--- src/rtl/control_filtro_iir_pkg.sv ---
// Shared encodings for the biquad IIR control FSM: state codes, mux select codes
// and the per-operation select/enable table.
package control_filtro_iir_pkg;

  typedef enum logic [3:0] {
    ST_IDLE, ST_OP1, ST_OP2, ST_OP3, ST_OP4, ST_OP5, ST_SHIFT, ST_DONE
  } estado_t;

  typedef enum logic [2:0] {SEL_FK, SEL_FK1, SEL_FK2, SEL_YK, SEL_UK} sel_s_t;
  typedef enum logic [1:0] {SEL_MA1, SEL_MA2, SEL_B0, SEL_B1} sel_c_t;
  typedef enum logic [2:0] {SEL_ZERO, SEL_ZUK, SEL_ACUM1, SEL_ACUM2, SEL_ACUM3} sel_z_t;

  typedef struct packed {
    sel_s_t     s;
    sel_c_t     c;
    sel_z_t     z;
    logic [7:1] en;
  } op_t;

  function automatic logic is_op(estado_t st);
    return (st == ST_OP1) || (st == ST_OP2) || (st == ST_OP3) ||
           (st == ST_OP4) || (st == ST_OP5);
  endfunction

  // b2 equals b0, so OP5 reuses the b0 coefficient code.
  function automatic op_t op_decode(estado_t st);
    op_t op;
    op = '{s: SEL_FK, c: SEL_MA1, z: SEL_ZERO, en: 7'b0};
    case (st)
      ST_OP1:  op = '{s: SEL_FK1, c: SEL_MA1, z: SEL_ZUK,   en: 7'b0010000};
      ST_OP2:  op = '{s: SEL_FK2, c: SEL_MA2, z: SEL_ACUM1, en: 7'b0000010};
      ST_OP3:  op = '{s: SEL_FK,  c: SEL_B0,  z: SEL_ZERO,  en: 7'b0100000};
      ST_OP4:  op = '{s: SEL_FK1, c: SEL_B1,  z: SEL_ACUM2, en: 7'b1000000};
      ST_OP5:  op = '{s: SEL_FK2, c: SEL_B0,  z: SEL_ACUM3, en: 7'b0000001};
      default: op = '{s: SEL_FK,  c: SEL_MA1, z: SEL_ZERO,  en: 7'b0};
    endcase
    return op;
  endfunction

endpackage

--- src/rtl/control_filtro_iir_if.sv ---
// Control bundle between the sample-timing side (master) and the IIR sequencer (slave).
interface control_filtro_iir_if;
  logic       start;
  logic       en1, en2, en3, en4, en5, en6, en7;
  logic [2:0] selmuxS;
  logic [1:0] selmuxC;
  logic [2:0] selmuxZ;
  logic       busy;
  logic       done;
  logic       overrun;

  modport master (
    output start,
    input  en1, en2, en3, en4, en5, en6, en7,
    input  selmuxS, selmuxC, selmuxZ, busy, done, overrun
  );

  modport slave (
    input  start,
    output en1, en2, en3, en4, en5, en6, en7,
    output selmuxS, selmuxC, selmuxZ, busy, done, overrun
  );
endinterface

--- src/rtl/control_filtro_iir_contador_espera.sv ---
// Wait counter for the arithmetic latency: cleared on request, flags the
// terminal count when it reaches ARIT_LAT.
module control_filtro_iir_contador_espera #(
  parameter int ARIT_LAT = 1
) (
  input  logic clk,
  input  logic reset,
  input  logic clr,
  output logic tc
);
  localparam int CW = (ARIT_LAT < 1) ? 1 : $clog2(ARIT_LAT + 1);

  logic [CW-1:0] count_reg;
  logic [CW-1:0] count_next;

  always_comb begin
    count_next = clr ? '0 : count_reg + CW'(1);
  end

  always_ff @(posedge clk) begin
    if (reset) count_reg <= '0;
    else       count_reg <= count_next;
  end

  assign tc = (count_reg == CW'(ARIT_LAT));
endmodule

--- src/rtl/control_filtro_iir.sv ---
// Control FSM sequencing the biquad IIR datapath: five multiply-add steps,
// a history shift and a done pulse per accepted start strobe.
module control_filtro_iir
  import control_filtro_iir_pkg::*;
#(
  parameter int ARIT_LAT = 1
) (
  input  logic                      clk,
  input  logic                      reset,
  control_filtro_iir_if.slave       bus
);
  estado_t    state_reg;
  estado_t    state_next;
  logic       tc;
  logic       in_op;
  op_t        op;
  logic [7:1] en_vec;

  assign in_op = is_op(state_reg);

  // Counter runs only inside an OPn and restarts at each OP boundary,
  // so every OPn sees a fresh count on entry.
  control_filtro_iir_contador_espera #(
    .ARIT_LAT(ARIT_LAT)
  ) u_espera (
    .clk  (clk),
    .reset(reset),
    .clr  (!in_op || tc),
    .tc   (tc)
  );

  always_ff @(posedge clk) begin
    if (reset) state_reg <= ST_IDLE;
    else       state_reg <= state_next;
  end

  always_comb begin
    state_next = state_reg;
    case (state_reg)
      ST_IDLE:  if (bus.start) state_next = ST_OP1;
      ST_OP1:   if (tc) state_next = ST_OP2;
      ST_OP2:   if (tc) state_next = ST_OP3;
      ST_OP3:   if (tc) state_next = ST_OP4;
      ST_OP4:   if (tc) state_next = ST_OP5;
      ST_OP5:   if (tc) state_next = ST_SHIFT;
      ST_SHIFT: state_next = ST_DONE;
      ST_DONE:  state_next = bus.start ? ST_OP1 : ST_IDLE;
      default:  state_next = ST_IDLE;
    endcase
  end

  // Enables depend only on state and counter; start reaches only overrun.
  always_comb begin
    op          = op_decode(state_reg);
    en_vec      = '0;
    bus.selmuxS = 3'd0;
    bus.selmuxC = 2'd0;
    bus.selmuxZ = 3'd0;
    if (in_op) begin
      bus.selmuxS = op.s;
      bus.selmuxC = op.c;
      bus.selmuxZ = op.z;
      if (tc) en_vec = op.en;
    end
    if (state_reg == ST_SHIFT) begin
      en_vec[3] = 1'b1;
      en_vec[4] = 1'b1;
    end
    bus.busy    = (state_reg != ST_IDLE);
    bus.done    = (state_reg == ST_DONE);
    bus.overrun = bus.start && !reset && (in_op || state_reg == ST_SHIFT);
  end

  assign bus.en1 = en_vec[1];
  assign bus.en2 = en_vec[2];
  assign bus.en3 = en_vec[3];
  assign bus.en4 = en_vec[4];
  assign bus.en5 = en_vec[5];
  assign bus.en6 = en_vec[6];
  assign bus.en7 = en_vec[7];
endmodule

--- src/flat_wrapper.sv ---
// flat-port wrapper written by rule: the top's interface ports become plain ports
module control_filtro_iir_flat import control_filtro_iir_pkg::*;
#(
  parameter int ARIT_LAT = 1
)
  (clk, reset, bus_start, bus_en1, bus_en2, bus_en3, bus_en4, bus_en5, bus_en6, bus_en7, bus_selmuxS, bus_selmuxC, bus_selmuxZ, bus_busy, bus_done, bus_overrun);
  control_filtro_iir_if bus_i ();
  input  logic clk;
  input  logic reset;
  input wire logic [$bits(bus_i.start)-1:0] bus_start;
  output wire logic [$bits(bus_i.en1)-1:0] bus_en1;
  output wire logic [$bits(bus_i.en2)-1:0] bus_en2;
  output wire logic [$bits(bus_i.en3)-1:0] bus_en3;
  output wire logic [$bits(bus_i.en4)-1:0] bus_en4;
  output wire logic [$bits(bus_i.en5)-1:0] bus_en5;
  output wire logic [$bits(bus_i.en6)-1:0] bus_en6;
  output wire logic [$bits(bus_i.en7)-1:0] bus_en7;
  output wire logic [$bits(bus_i.selmuxS)-1:0] bus_selmuxS;
  output wire logic [$bits(bus_i.selmuxC)-1:0] bus_selmuxC;
  output wire logic [$bits(bus_i.selmuxZ)-1:0] bus_selmuxZ;
  output wire logic [$bits(bus_i.busy)-1:0] bus_busy;
  output wire logic [$bits(bus_i.done)-1:0] bus_done;
  output wire logic [$bits(bus_i.overrun)-1:0] bus_overrun;
  assign bus_i.start = bus_start;
  assign bus_en1 = bus_i.en1;
  assign bus_en2 = bus_i.en2;
  assign bus_en3 = bus_i.en3;
  assign bus_en4 = bus_i.en4;
  assign bus_en5 = bus_i.en5;
  assign bus_en6 = bus_i.en6;
  assign bus_en7 = bus_i.en7;
  assign bus_selmuxS = bus_i.selmuxS;
  assign bus_selmuxC = bus_i.selmuxC;
  assign bus_selmuxZ = bus_i.selmuxZ;
  assign bus_busy = bus_i.busy;
  assign bus_done = bus_i.done;
  assign bus_overrun = bus_i.overrun;
  control_filtro_iir #(.ARIT_LAT(ARIT_LAT)) u_core (.clk(clk), .reset(reset), .bus(bus_i));
endmodule
--- config.mk ---
export PLATFORM = sky130hd
export DESIGN_NAME = control_filtro_iir_flat
export DESIGN_NICKNAME = d
export VERILOG_FILES = /design/src/rtl/control_filtro_iir_pkg.sv /design/src/rtl/control_filtro_iir_if.sv /design/src/rtl/control_filtro_iir_contador_espera.sv /design/src/rtl/control_filtro_iir.sv /design/src/flat_wrapper.sv
export SDC_FILE = /design/constraint.sdc
export NUM_CORES = 1
export LEC_CHECK = 0
export CAP_MARGIN = 10
export CORE_AREA = 2 2 39 41
export DETAILED_ROUTE_END_ITERATION = 8
export DIE_AREA = 0 0 41 43
export DONT_BUFFER_PORTS = 1
export PLACE_DENSITY_LB_ADDON = 0.2
export SLEW_MARGIN = 20
export SYNTH_ARGS = -nofsm -noshare
export SYNTH_HDL_FRONTEND = slang
export SYNTH_SLANG_ARGS = --single-unit
--- constraint.sdc ---
create_clock -name clk -period 2.01 [get_ports clk]
set_input_delay 0.5025 -clock clk [delete_from_list [all_inputs] [get_ports clk]]
set_output_delay 0.5025 -clock clk [all_outputs]
set_load 0.01 [all_outputs]
==> results of run 1 <==
[through the flow]
stage	utilization (%)	worst slack (ns)	hold WS (ns)	instances	power, mW
final	36.62	0.1804	0.3378	87	0.4552
after global placement	34.99	0.3608	0.5788	84	0.3596
after detailed placement	34.99	0.3400	0.5777	84	0.3586
after floorplan	-	0.2860	0.5716	71	0.3285
after CTS	36.62	0.1679	0.3304	87	0.4624
after global routing	36.62	0.02047	0.3312	87	0.5063
[worst max-delay path, stage by stage (launching register included)]
cell and delay (ns):
sky130_fd_sc_hd__dfxtp_1 0.37, sky130_fd_sc_hd__buf_4 0.21, sky130_fd_sc_hd__nand2_1 0.10, sky130_fd_sc_hd__a21oi_1 0.41
[final cells by class]
class / instances / area share [%]
inverters: 5 / 3.704
well taps: 16 / 3.951
flip-flops and latches: 4 / 15.80
multi-input cells: 53 / 63.21
clock buffers: 3 / 4.444
repair buffers: 6 / 8.889
[worst min-delay path by stage]
stage | from | end | slack [ns]
2_1_floorplan | reset | u_core.state_reg[1] | 0.57
3_3_place_gp | reset | u_core.u_espera.tc | 0.58
3_5_place_dp | reset | u_core.u_espera.tc | 0.58
4_1_cts | reset | u_core.u_espera.tc | 0.33
5_1_grt | reset | u_core.u_espera.tc | 0.33
6_report | reset | u_core.u_espera.tc | 0.34
[cell usage in the layout (no fill, tap or decap)]
cell / instances
sky130_fd_sc_hd__nor2_1: 10
sky130_fd_sc_hd__nand2_1: 7
sky130_fd_sc_hd__o21ai_0: 6
sky130_fd_sc_hd__buf_4: 6
sky130_fd_sc_hd__nor3_1: 4
sky130_fd_sc_hd__inv_1: 4
sky130_fd_sc_hd__a21oi_1: 4
sky130_fd_sc_hd__ha_1: 4
sky130_fd_sc_hd__dfxtp_1: 4
sky130_fd_sc_hd__clkbuf_4: 3
sky130_fd_sc_hd__o21a_1: 2
sky130_fd_sc_hd__and3b_1: 2
sky130_fd_sc_hd__a31oi_1: 2
sky130_fd_sc_hd__inv_2: 1
sky130_fd_sc_hd__xnor2_1: 1
sky130_fd_sc_hd__nor4_1: 1
sky130_fd_sc_hd__nor2b_1: 1
sky130_fd_sc_hd__or4_4: 1
sky130_fd_sc_hd__or3_1: 1
sky130_fd_sc_hd__a21oi_2: 1
sky130_fd_sc_hd__o2111ai_1: 1
sky130_fd_sc_hd__and4b_1: 1
sky130_fd_sc_hd__nor3b_1: 1
sky130_fd_sc_hd__o21ai_1: 1
sky130_fd_sc_hd__a221oi_1: 1
sky130_fd_sc_hd__conb_1: 1
[power by group through the flow]
stage          registers (mW)  logic (mW)  clock network, mW
2_1_floorplan           0.108       0.220                  0
3_3_place_gp            0.129       0.231                  0
3_5_place_dp            0.128       0.231                  0
4_1_cts                 0.127       0.233              0.102
5_1_grt                 0.131       0.267              0.108
6_report                0.128       0.230             0.0974
[cells by family after synthesis]
kind of cell | share of synthesized area, %
AOI/OAI and AO/OA | 23.01
xor gates and xnor gates | 1.852
adders and majority gates | 10.58
buffers and inverters | 15.34
DFF | 16.93
other | 0.7929
and+or+nand+nor | 31.49
[layer usage]
layer / GRT usage [%] / vias up / routed length [microns]
met5: 0 / - / 0
met4: 8.667 / 0 / 0
met3: 2.094 / 0 / 50
met2: 22.81 / 17 / 514
met1: 21.41 / 208 / 536
li1: - / 240 / -
==> results.yml, run 1 <==
layout:
  filler_cell_count: 156
  fin_nets: 80
  multi_input_comb_area_sq_um: 320.3
  final-seq-area_sq_um: 80.08
  drive_above_1_share_pct: 16.90
  insertedDiodeCount: 0
  largest_reg_flops: 3
  layout-area-overhead-vs-synth_pct: 7.143
  post-route-cell-area_sq_um: 506.7
sta:
  final_hold_viol_count: 0
  worst_clock_skew_ns: 0.002764
  fin_setup_tns_ns: 0
  slew_viol_final: 0
  period_needed_ns: 1.830
  rsz0062_at_grt: "false"
  fmax_ghz: 0.5466
  layout_worst_path_cycle_share_pct: 91.03
  final_setup_viols: 0
clock_network:
  h-tree-depth: 1
  clock_path_buffers: 2
  clock_tree_root: "sky130_fd_sc_hd__clkbuf_4"
  tritoncts.num_buffers: 3
  number_of_post_cts_setup_repair_buffers: 0
  ctsResizeCount: 0
  tritoncts: "built"
  clock_sinks: 4
  clk_pin_slew_ns: 0.04
  holdBufCountCts: 0
  clk-insertion-delay-late_ns: 0.23
pwr:
  clockPowerShare_pct: 21.4
  p_leak_nw: 0.2092
  power_report.internal_total_mw: 0.2473
  comb_power_share_pct: 50.6
  power_density_mw_per_mm2: 898.3
  seqPwrFrac_pct: 28.1
  switching_power_mw: 0.2079
  p_sw_share_pct: 45.67
  ir_drop_uv: 279.7
yosys:
  yosysWarnings: 0
  number_of_storage_elements_in_the_synthesis_netlist: 4
  yosysTopAreaCell: "sky130_fd_sc_hd__dfxtp_1"
  syn-cell-area_sq_um: 473.0
  async_set_or_reset_register_ratio_after_synthesis_pct: 0
  netlist.area_leader.share_pct: 16.93
  yosys-top-cells-count: "sky130_fd_sc_hd__nor2_1, sky130_fd_sc_hd__nand2_1, sky130_fd_sc_hd__o21ai_0"
  yosys.cell_count.top_type: "sky130_fd_sc_hd__nor2_1"
  postSynthAreaPerCell_sq_um: 6.661
  ys_seq_area_share_pct: 16.93
  synth.lib_cells_used.distinct: 27
  synth-edff-count: 0
  post_synth_main_area_contributors: "sky130_fd_sc_hd__dfxtp_1, sky130_fd_sc_hd__ha_1, sky130_fd_sc_hd__nor2_1"
  post_synth_inst_count: 71
  synth_flop_cell: "sky130_fd_sc_hd__dfxtp_1"
  post_syn_nets: 78
min_path:
  timing.hold.worst.class: "input pin to register"
  hold-path-cell-count: 1
global_route:
  first_global_vias: 457
  groute.usage.overall_pct: 15.73
  largest_net_degree_at_the_start_of_global_routing: 21
  overflow: 0
  grt_first_pass_wirelength_mm: 1.932
  antenna_violations_before_repair: 0
setup_path:
  setup.worst_path.start: "u_core.state_reg[2]"
  critical_path_arrival_ns: 1.33
  worstSetupEndpoint: "bus_selmuxS[0]"
  critical_path.max_fanout: 13
  timing.rr.start: "u_core.state_reg[1]"
  cp-start-kind: "register"
  worstSetupEndpointType: "primary output"
  ff2ff_setup_slack_ns: 0.35
  worst_path_class_setup: "register to primary output"
  r2r_cells: 5
  r2r_end: "u_core.state_reg[0]"
  cp.required_ns: 1.51
floorplan:
  die_height_microns: 43
  die_w_microns: 41
  dieArea_sq_mm: 0.001763
  num_rows: 14
  design.core.area_sq_mm: 0.001384
  io-pin-count: 21
  starting_density_of_the_core_pct: 34.18
routing:
  remaining_drc_errors: 0
  route.detailed.wl_per_inst_microns: 12.64
  drt-initial-drc-count: 4
  detailroute.via_count: 465
  drt_pre_antenna_iters: 2
  ant_nets: 0
  wirelength_mm: 1.100
  viasPerCell: 5.345
run_status:
  result_of_the_run: "finished, final reports clean"
placement:
  buffer_ports.inserted: 0
  placed_cell_area_sq_um: 484.2
  detailed_place_hpwl_microns: 817.4
  globalplace.congestion: 0.7256
job:
  cap_violations: 0
(Power assumes the default switching activity.)
==> run 2, diff against run 1 <==
--- a/config.mk
+++ b/config.mk
@@ -11,6 +11,7 @@
 export DIE_AREA = 0 0 41 43
 export DONT_BUFFER_PORTS = 1
 export PLACE_DENSITY_LB_ADDON = 0.2
+export SKIP_CTS_REPAIR_TIMING = 1
 export SLEW_MARGIN = 20
 export SYNTH_ARGS = -nofsm -noshare
 export SYNTH_HDL_FRONTEND = slang
==> results of run 2 <==
Final layout, timing and power as in run 1 (identical DEF).
